===== config.mk =====
export PLATFORM = sky130hd
export DESIGN_NAME = uart_rx_core
export DESIGN_NICKNAME = d
export VERILOG_FILES = /design/src/rtl/uart_rx_core.sv
export SDC_FILE = /design/constraint.sdc
export NUM_CORES = 1
export LEC_CHECK = 0
export CAP_MARGIN = 25
export CELL_PAD_IN_SITES_DETAIL_PLACEMENT = 0
export CELL_PAD_IN_SITES_GLOBAL_PLACEMENT = 1
export CORE_MARGIN = 2
export CORE_UTILIZATION = 35
export CTS_CLUSTER_DIAMETER = 40
export DETAILED_ROUTE_END_ITERATION = 8
export HOLD_SLACK_MARGIN = 0.02
export PLACE_DENSITY = 0.72
export SLEW_MARGIN = 10
export SYNTH_ARGS = -nofsm -noshare
export SYNTH_HDL_FRONTEND = slang
export SYNTH_SLANG_ARGS = --single-unit

===== constraint.sdc =====
create_clock -name clk -period 2.74 [get_ports clk]
set_input_delay 0.274 -clock clk [delete_from_list [all_inputs] [get_ports clk]]
set_output_delay 0.274 -clock clk [all_outputs]
set_load 0.01 [all_outputs]

===== src/rtl/uart_rx_core.sv =====
`default_nettype none
// ============================================================================
// Module      : uart_rx_core
// Description : Oversampling UART receive engine. Synchronises the rx pin,
//               validates start bits, deserialises 8-bit LSB-first frames,
//               checks the stop bit and presents each byte through a
//               one-entry valid/ready holding register.
//               Optional parity support is compiled in with the macro
//               UART_RX_PARITY_EN (adds parity_odd / parity_err and a
//               PARITY state; otherwise frames are 8N1).
// Revision    : 1.0 - initial release
// ============================================================================
module uart_rx_core #(
    parameter int OVERSAMPLE = 16,
    parameter int DIV_W      = 16
) (
    input  logic             clk,
    input  logic             nReset,
    input  logic             rx,
    input  logic             enable,
    input  logic [DIV_W-1:0] baud_div,
    output logic [7:0]       data,
    output logic             valid,
    input  logic             ready,
    output logic             frame_err,
    output logic             overrun,
    output logic             busy
`ifdef UART_RX_PARITY_EN
    ,
    input  logic             parity_odd,
    output logic             parity_err
`endif
);

    localparam int                c_SC_W    = $clog2(OVERSAMPLE);
    localparam logic [c_SC_W-1:0] c_SC_MID  = c_SC_W'(OVERSAMPLE / 2 - 1);
    localparam logic [c_SC_W-1:0] c_SC_LAST = c_SC_W'(OVERSAMPLE - 1);

    typedef enum logic [2:0] {
        S_IDLE      = 3'd0,
        S_START     = 3'd1,
        S_DATA      = 3'd2,
        S_PARITY    = 3'd3,
        S_STOP      = 3'd4,
        S_WAIT_IDLE = 3'd5
    } state_t;

    state_t             r_state;
    state_t             w_state_nxt;

    logic               r_rx_meta;
    logic               r_rxs;
    logic [DIV_W-1:0]   r_baud_cnt;
    logic [c_SC_W-1:0]  r_sc;
    logic [2:0]         r_bitcnt;
    logic [7:0]         r_shift;
    logic [7:0]         r_data;
    logic               r_valid;
    logic               r_frame_err;
    logic               r_overrun;

    logic               w_tick;
    logic               w_sample;
    logic               w_sc_clr;
    logic               w_shift_en;
    logic               w_deliver;
    logic               w_ferr;
`ifdef UART_RX_PARITY_EN
    logic               r_parity_err;
    logic               w_perr;
`endif

    // Two-flop synchroniser for the asynchronous pin; idles high out of reset
    always_ff @(posedge clk or negedge nReset) begin
        if (!nReset) begin
            r_rx_meta <= 1'b1;
            r_rxs     <= 1'b1;
        end else begin
            r_rx_meta <= rx;
            r_rxs     <= r_rx_meta;
        end
    end

    // Tick only while a frame is in progress so the phase is set by start detection
    assign w_tick   = enable && (r_state != S_IDLE) && (r_baud_cnt == baud_div);
    assign w_sample = w_tick && (r_sc == c_SC_LAST);

    // Baud divider: counts 0..baud_div, held at 0 when idle or disabled
    always_ff @(posedge clk or negedge nReset) begin
        if (!nReset) begin
            r_baud_cnt <= '0;
        end else if (!enable || (r_state == S_IDLE) || w_tick) begin
            r_baud_cnt <= '0;
        end else begin
            r_baud_cnt <= r_baud_cnt + DIV_W'(1);
        end
    end

    // Sample counter: ticks within one bit; realigned after the mid-start sample
    always_ff @(posedge clk or negedge nReset) begin
        if (!nReset) begin
            r_sc <= '0;
        end else if (!enable || (r_state == S_IDLE) || w_sc_clr) begin
            r_sc <= '0;
        end else if (w_tick) begin
            r_sc <= (r_sc == c_SC_LAST) ? '0 : r_sc + c_SC_W'(1);
        end
    end

    // State register
    always_ff @(posedge clk or negedge nReset) begin
        if (!nReset) begin
            r_state <= S_IDLE;
        end else begin
            r_state <= w_state_nxt;
        end
    end

    // Next-state and per-cycle strobes; losing enable aborts any frame
    always_comb begin
        w_state_nxt = r_state;
        w_sc_clr    = 1'b0;
        w_shift_en  = 1'b0;
        w_deliver   = 1'b0;
        w_ferr      = 1'b0;
`ifdef UART_RX_PARITY_EN
        w_perr      = 1'b0;
`endif
        if ((r_state != S_IDLE) && !enable) begin
            w_state_nxt = S_IDLE;
        end else begin
            case (r_state)
                S_IDLE: begin
                    if (enable && !r_rxs) begin
                        w_state_nxt = S_START;
                    end
                end
                S_START: begin
                    if (w_tick && (r_sc == c_SC_MID)) begin
                        if (!r_rxs) begin
                            w_state_nxt = S_DATA;
                            w_sc_clr    = 1'b1;
                        end else begin
                            // Line went back high before mid-bit: a glitch
                            w_state_nxt = S_IDLE;
                        end
                    end
                end
                S_DATA: begin
                    if (w_sample) begin
                        w_shift_en = 1'b1;
                        if (r_bitcnt == 3'd7) begin
`ifdef UART_RX_PARITY_EN
                            w_state_nxt = S_PARITY;
`else
                            w_state_nxt = S_STOP;
`endif
                        end
                    end
                end
`ifdef UART_RX_PARITY_EN
                S_PARITY: begin
                    if (w_sample) begin
                        w_perr      = (r_rxs != ((^r_shift) ^ parity_odd));
                        w_state_nxt = S_STOP;
                    end
                end
`endif
                S_STOP: begin
                    if (w_sample) begin
                        if (r_rxs) begin
                            w_deliver   = 1'b1;
                            w_state_nxt = S_IDLE;
                        end else begin
                            w_ferr      = 1'b1;
                            w_state_nxt = S_WAIT_IDLE;
                        end
                    end
                end
                S_WAIT_IDLE: begin
                    // A break holds the line low; rearm only once it is released
                    if (r_rxs) begin
                        w_state_nxt = S_IDLE;
                    end
                end
                default: begin
                    w_state_nxt = S_IDLE;
                end
            endcase
        end
    end

    // Shift register (LSB first, enters at bit 7) and data-bit counter
    always_ff @(posedge clk or negedge nReset) begin
        if (!nReset) begin
            r_shift  <= 8'h00;
            r_bitcnt <= 3'd0;
        end else if (r_state != S_DATA) begin
            r_bitcnt <= 3'd0;
        end else if (w_shift_en) begin
            r_shift  <= {r_rxs, r_shift[7:1]};
            r_bitcnt <= r_bitcnt + 3'd1;
        end
    end

    // Holding register, valid flag and registered error pulses
    always_ff @(posedge clk or negedge nReset) begin
        if (!nReset) begin
            r_data      <= 8'h00;
            r_valid     <= 1'b0;
            r_frame_err <= 1'b0;
            r_overrun   <= 1'b0;
        end else begin
            r_frame_err <= w_ferr;
            r_overrun   <= 1'b0;
            if (w_deliver) begin
                if (!r_valid || ready) begin
                    r_data  <= r_shift;
                    r_valid <= 1'b1;
                end else begin
                    r_overrun <= 1'b1;
                end
            end else if (r_valid && ready) begin
                r_valid <= 1'b0;
            end
        end
    end

`ifdef UART_RX_PARITY_EN
    // Parity mismatch pulse, one clock after the parity sample
    always_ff @(posedge clk or negedge nReset) begin
        if (!nReset) begin
            r_parity_err <= 1'b0;
        end else begin
            r_parity_err <= w_perr;
        end
    end

    assign parity_err = r_parity_err;
`endif

    assign data      = r_data;
    assign valid     = r_valid;
    assign frame_err = r_frame_err;
    assign overrun   = r_overrun;
    assign busy      = (r_state != S_IDLE);

endmodule
`default_nettype wire


==> results of run 1 <==
[what timing repair did]
item | 4_1_cts | 5_1_grt
buffers inserted | 0 | 0
hold endpoints to repair | 12 | 0
hold buffers | 1 | 0
[area by class of cell]
cell class / count / area share
repair buffers: 39 / 0.126
clock buffers: 5 / 0.0234
flip-flops and latches: 47 / 0.402
inverters: 4 / 0.00512
clock inverters: 3 / 0.0162
well taps: 80 / 0.0341
multi-input cells: 161 / 0.393
[kinds of logic after synthesis]
group,Yosys count,synth area share
compound gates,18,0.0446
xor+xnor,30,0.110
fa+ha+maj,4,0.0210
buf+inv,10,0.0205
flops,47,0.495
mux,19,0.101
simple gates,90,0.208
[critical path, stage by stage, from the launching register on]
cell and delay, ns:
dfrtp_1 0.43, xor2_1 0.15, nor4_1 0.43, nand4_1 0.20, or3_1 0.64, mux2_4 0.38
[state kept, by name (all words and copies together), names as in the netlist]
register and cells:
frame_err 1, r_rx_meta 1, r_rxs 1, overrun 1, valid 1, r_state 3, r_sc 4, r_baud_cnt 16
data 8, r_bitcnt 3, r_shift 8
[metrics by stage]
step	hold WS (ns)	instances	worst slack, ns	power [mW]	instance area [um^2]
after floorplan	-0.0216	218	0.821	0.880	2380
after global placement	0.218	330	0.226	0.982	2810
after detailed placement	0.219	330	0.150	0.980	2810
after CTS	0.347	339	0.421	1.52	2940
after global routing	0.356	339	0.289	1.58	2940
final	0.361	339	0.400	1.49	2940
[synthesized netlist by cell type, drive strengths merged (2+ instances only)]
library cell   n
or3            3
xnor2          7
ha             4
o21ai          5
or2            2
inv            4
nor2b          2
nand4          5
nor3           4
nor4           4
mux2          16
nor2          26
mux2i          3
nand3          8
dfrtp         45
and4           4
and2           3
clkbuf         2
a21oi          6
buf            4
a31oi          2
and3           4
nand2         18
nand2b         3
xor2          23
dfstp          2
[path summary, 6_finish.rpt]
kind	slack, ns	from	to
max in group asynchronous	1.74	nReset	r_shift[4]$_DFFE_PN0P_
worst max-delay path	0.40	r_baud_cnt[5]$_DFF_PN0_	r_shift[2]$_DFFE_PN0P_
worst min-delay path	0.36	rx	r_rx_meta$_DFF_PN1_
worst max register to register	0.40	r_baud_cnt[5]$_DFF_PN0_	r_shift[2]$_DFFE_PN0P_
worst min register to register	0.36	r_rx_meta$_DFF_PN1_	r_rxs$_DFF_PN1_
min in group asynchronous	0.41	nReset	r_state[2]$_DFFE_PN0P_
[layout by cell type, fill, tap and decap left out, types with 3 or more instances in the layout]
cell type	n
o21ai_0	4
nand2_1	17
nand2b_1	3
clkdlybuf4s50_1	31
and2_1	3
mux2_1	8
nor2_1	26
and3_1	4
mux2i_1	3
inv_1	4
nand4_1	4
xnor2_1	7
buf_4	6
a21oi_1	6
nand3_1	8
nor3_1	4
mux2_4	8
nor4_2	3
dfrtp_1	45
clkbuf_8	5
and4_1	4
ha_1	4
xor2_1	23
[power breakdown]
part | switching, mW | internal [mW] | leakage (nW)
Combinational | 0.116 | 0.102 | 0.599
Clock | 0.249 | 0.277 | 0.0587
Sequential | 0.0290 | 0.715 | 0.647
Total | 0.394 | 1.09 | 1.30
[per-layer routing]
layer  up-vias  track usage
li1        832            -
met2        26        0.204
met5         -            0
met3         6       0.0295
met4         0       0.0511
met1       807        0.196
==> results.md, run 1 <==
* # H-tree levels at 2
* Clock transition at the registers of the reported paths at 0.09 ns
* Hold Crit Class: in2reg
* Synth top area share at 0.473
* Antenna Cells at 0
* Die width at 86.5 um
* Setup tns final at 0 ns
* Layout cells sized above 1 at 0.124
* CP Data Required Time at 2.94 ns
* Power Dens Cells at 507 nW/um^2
* Row count at 30
* First-pass GRT wire length at 8.02 mm
* Final ANT Viol Nets at 0
* Nets at 283
* Cells on worst reg2reg path at 5
* Max Clk Rate at 427 MHz
* Minimum clock period at 2.34 ns
* Status: complete, no violations
* Starting Density at 0.357
* DRC errors left at 0
* CTS sink cnt at 47
* Largest net degree at the start of global routing at 21
* Initial antenna violation count at 0
* Critical path arrival at 2.54 ns
* Max Root-Sink Buffers at 2
* Post-Synthesis Cells at 218
* Worst-case clock skew at 0.00856 ns
* Uppermost layer routed: met4
* Synthesized net count at 243
* CP Launch Type: register
* Fillers at 634
* Via count at 1671
* Final Hold Viols at 0
* EDFF count, synth at 0
* WS Path Type: reg2reg
* Finished Core Util at 0.439
* Area leader, netlist: dfrtp_1
* Total GRT Usage at 0.137
* Vias per cell at 4.93
* Die area at 7480 um^2
* Register area at 1180 um^2
* Slew margin rel. at 0.644
* CP Capture Type: register
* Met3 WL at 132 um
* Core box area at 6680 um^2
* M1 WL at 2.33 mm
* Die height at 86.5 um
* Vias in the first global route at 1632
* Area grow syn2layout at 23.2%
* Port Buffer Count at 32
* Seq/Total Area, Yosys at 0.495
* DPL Wire Length at 3.42 mm
* Area of the multi-input gates at 1150 um^2
* Ys flop type: dfrtp_1
* Wire length per cell at 13.8 um
* TritonCTS Buffers at 5
* Async S/R FF share, synth at 1.00
* Final Max Slew Viols at 0
* Root Driver: clkbuf_8
* WL met2 at 2.13 mm
* 1st-iter DRT viols at 67
* Setup violations, final at 0
* Final worst path period share at 0.854
* Latest clock arrival within the worst-skew pair at 0.31 ns
* Unrepaired setup endpoints after global routing: false
* TritonCTS clock tree: yes
* Routability cong. at 0.762
* Peak VDD IR at 0.000294 V
* Boundary Pins at 33
* Gr ovfl total at 0
* Avg Cell Area, Syn at 10.9 um^2
* Resized Gates After CTS at 0
* WHS Path Cells at 1
* Drt pass-1 iters at 6
* Yosys reg bits at 47
* Wirelength, routed at 4.67 mm
* CP Max Fanout at 9
* Synth warn at 0
* Worst-Margin Slew at 0.532 ns
* LEAKAGE at 1.30 nW
* Synthesized area at 2380 um^2
* Synth unique cells at 43
* Total of max-cap violations at 0
* Dominant cells by area after synthesis: dfrtp_1 47%, xor2_1 8.5%, mux2_4 5.0%
(Power assumes the default switching activity.)
==> run 2, diff against run 1 <==
CORE_UTILIZATION = 43   (was 35)
PLACE_DENSITY = 0.84   (was 0.72)
RECOVER_POWER = 25   (was default)
clock period = 2.2 ns   (was 2.74 ns; I/O delays follow)
==> run 2 against run 1 <==
Compared with the run above:
- die area decreased by 18%
- critical path depth is 1 higher
- total power up 20%
- core utilization increased by 11 points
- clock power is 4.4% higher
- non-clock buffer count up 7
- global-route usage grew 1.6 points
- worst setup slack got worse by 0.33 ns
- maximum frequency is 10% higher
- critical path type unchanged
- highest routed layer unchanged
==> results.md, run 2 (synthesis results as in run 1) <==
* Worst-case clock skew at 0.0107 ns (+0.00211 ns)
* Status: complete, no violations
* Boundary Pins at 33 (unchanged)
* Worst-Margin Slew at 1.02 ns (+0.486 ns)
* FF-to-FF Start: r_baud_cnt[11]$_DFF_PN0_
* Final worst path period share at 0.967 (+0.113)
* Minimum clock period at 2.13 ns (-0.212 ns)
* Comb pwr share at 0.170 (+0.023)
* Sw Ratio at 0.269 (+0.00403)
* Placed cells at 329 (-0.30%)
* Final Max Slew Viols at 0 (unchanged)
* Die area at 6150 um^2 (-18%)
* Layout cells sized above 1 at 0.147 (+0.0231)
* Finished Core Util at 0.547 (+0.108)
* Sequential Power Share at 0.522 (+0.022)
* Most frequent cells in the layout: 45 x dfrtp_1, 30 x clkdlybuf4s50_1, 26 x nor2_1
* Core box area at 5440 um^2 (-19%)
* CTS sink cnt at 47 (unchanged)
* Nets at 290 (+2.5%)
* Reg-to-Reg End: r_shift[2]$_DFFE_PN0P_
* Internal power at 1.30 mW (+19%)
* Slew margin rel. at 0.321 (-0.323)
* TritonCTS clock tree: yes
* DRC errors left at 0 (unchanged)
* CP Launch Type: register
* Fillers at 505 (-20%)
* Die height at 78.4 um (-9.3%)
* Hold_ws at 0.307 ns (-0.0547 ns)
* # H-tree levels at 2 (unchanged)
* Clock transition at the registers of the reported paths at 0.09 ns (about the same)
* Final Hold Viols at 0 (unchanged)
* Critical path arrival at 2.32 ns (-0.22 ns)
* Max Root-Sink Buffers at 2 (unchanged)
* Drt pass-1 iters at 4 (-2)
* Post-CTS Setup Bufs at 0 (unchanged)
* Commonest non-fill, non-tap cell in the layout: dfrtp_1
* Vias per cell at 4.96 (+0.54%)
* DPL Wire Length at 3.20 mm (-6.6%)
* Worst Setup SP: r_baud_cnt[11]$_DFF_PN0_
* Via count at 1675 (+0.24%)
* Wire length per cell at 12.9 um (-6.2%)
* Latest clock arrival within the worst-skew pair at 0.30 ns (about the same)
* Final Non-Filler Cells at 338 (-0.29%)
* Setup violations, final at 0 (unchanged)
* LEAKAGE at 1.33 nW (+2.1%)
* CP Data Required Time at 2.39 ns (-0.55 ns)
* Row count at 27 (-10%)
* Max Clk Rate at 470 MHz (+10%)
* Die width at 78.4 um (-9.3%)
* Hold Crit Class: in2async
* Starting Density at 0.438 (+0.0814)
* Power Dens Cells at 598 nW/um^2 (+18%)
* First-pass GRT wire length at 7.40 mm (-7.7%)
* TritonCTS Buffers at 5 (unchanged)
* Switching power total at 478 uW (+21%)
* 1st-iter DRT viols at 78 (+16%)
* WS Path Type: reg2reg
* Area grow syn2layout at 24.9%
* Initial antenna violation count at 0 (unchanged)
* CP Max Fanout at 9 (unchanged)
* Register area at 1180 um^2 (unchanged)
* Peak VDD IR at 0.000362 V (+23%)
* Clock power frac at 0.308 (-0.045)
* Root Driver: clkbuf_8
* Wirelength, routed at 4.37 mm (-6.4%)
* Largest net degree at the start of global routing at 43 (+100%)
* Port Buffer Count at 32 (unchanged)
* Largest register FFs at 16 (unchanged)
* Crit path capture: r_shift[2]$_DFFE_PN0P_
* R2R Setup Slk at 0.07 ns (-0.33 ns)
* Cells on worst reg2reg path at 6 (+1)
* Unrepaired setup endpoints after global routing: false
* Total GRT Usage at 0.153 (+0.0164)
* Gr ovfl total at 0 (unchanged)
* Routability cong. at 0.827 (+8.6%)
* Total of max-cap violations at 0 (unchanged)
* Setup tns final at 0 ns (unchanged)
* CP Capture Type: register
* Vias in the first global route at 1580 (-3.2%)
* Antenna Cells at 0 (unchanged)
* Top reg by flops: r_baud_cnt
* Area of the multi-input gates at 1160 um^2 (+0.54%)
* Final ANT Viol Nets at 0 (unchanged)
==> run 2: final cells by class <==
type / count / area share
Sequential cell: 47 / 0.396
Clock buffer: 6 / 0.0278
Tap cell: 72 / 0.0303
Inverter: 4 / 0.00505
Clock inverter: 2 / 0.00547
Timing Repair Buffer: 46 / 0.145
Multi-Input combinational cell: 161 / 0.390
==> run 2: power groups by stage <==
| stage | Sequential, mW | Clock [mW] | Combinational, mW |
|---|---|---|---|
| floorplan | 0.933 | 0 | 0.162 |
| global placement | 0.944 | 0 | 0.305 |
| detailed placement | 0.944 | 0 | 0.304 |
| CTS | 0.927 | 0.573 | 0.308 |
| global route | 0.932 | 0.611 | 0.345 |
| finish | 0.927 | 0.548 | 0.302 |
==> run 2: how the worst min path moves through the flow <==
stage	cells past startpoint	startpoint	end
after floorplan	0	nReset	data[0]$_DFFE_PN0P_
after CTS	2	nReset	r_state[2]$_DFFE_PN0P_
after global routing	2	nReset	r_state[2]$_DFFE_PN0P_
after detailed placement	1	nReset	r_sc[1]$_DFFE_PN0P_
final	2	nReset	r_state[2]$_DFFE_PN0P_
after global placement	1	nReset	r_sc[1]$_DFFE_PN0P_
==> run 2: what timing repair did <==
action                                  CTS  global route
endpoints found under the setup margin    0             8
hold buffers                              1             0
gates resized for setup                   0             1
hold endpoints to repair                  5             0
==> run 2: per-layer routing <==
| metal | global-route usage | share of wire | wire length, um | vias up |
|---|---|---|---|---|
| li1 | - | - | - | 849 |
| met5 | 0 | 0 | 0 | - |
| met4 | 0.0474 | 0.0080 | 35 | 0 |
| met3 | 0.0322 | 0.033 | 146 | 4 |
| met2 | 0.234 | 0.44 | 1940 | 27 |
| met1 | 0.221 | 0.51 | 2240 | 795 |
==> run 2: critical path, cell delays in order (launching register included) <==
cell and delay [ns]:
dfrtp_1 0.41, xor2_1 0.16, nor4_2 0.35, nand4_1 0.19
or3_1 0.40, buf_4 0.20, mux2_4 0.31
==> run 2: metrics by stage <==
stage	power (mW)	worst slack (ns)	instance area, um^2
after floorplan	1.10	0.281	2380
after global placement	1.25	-0.161	2860
after detailed placement	1.25	-0.208	2860
after CTS	1.81	0.0239	2970
after global routing	1.89	0.00346	2980
final	1.78	0.0726	2980
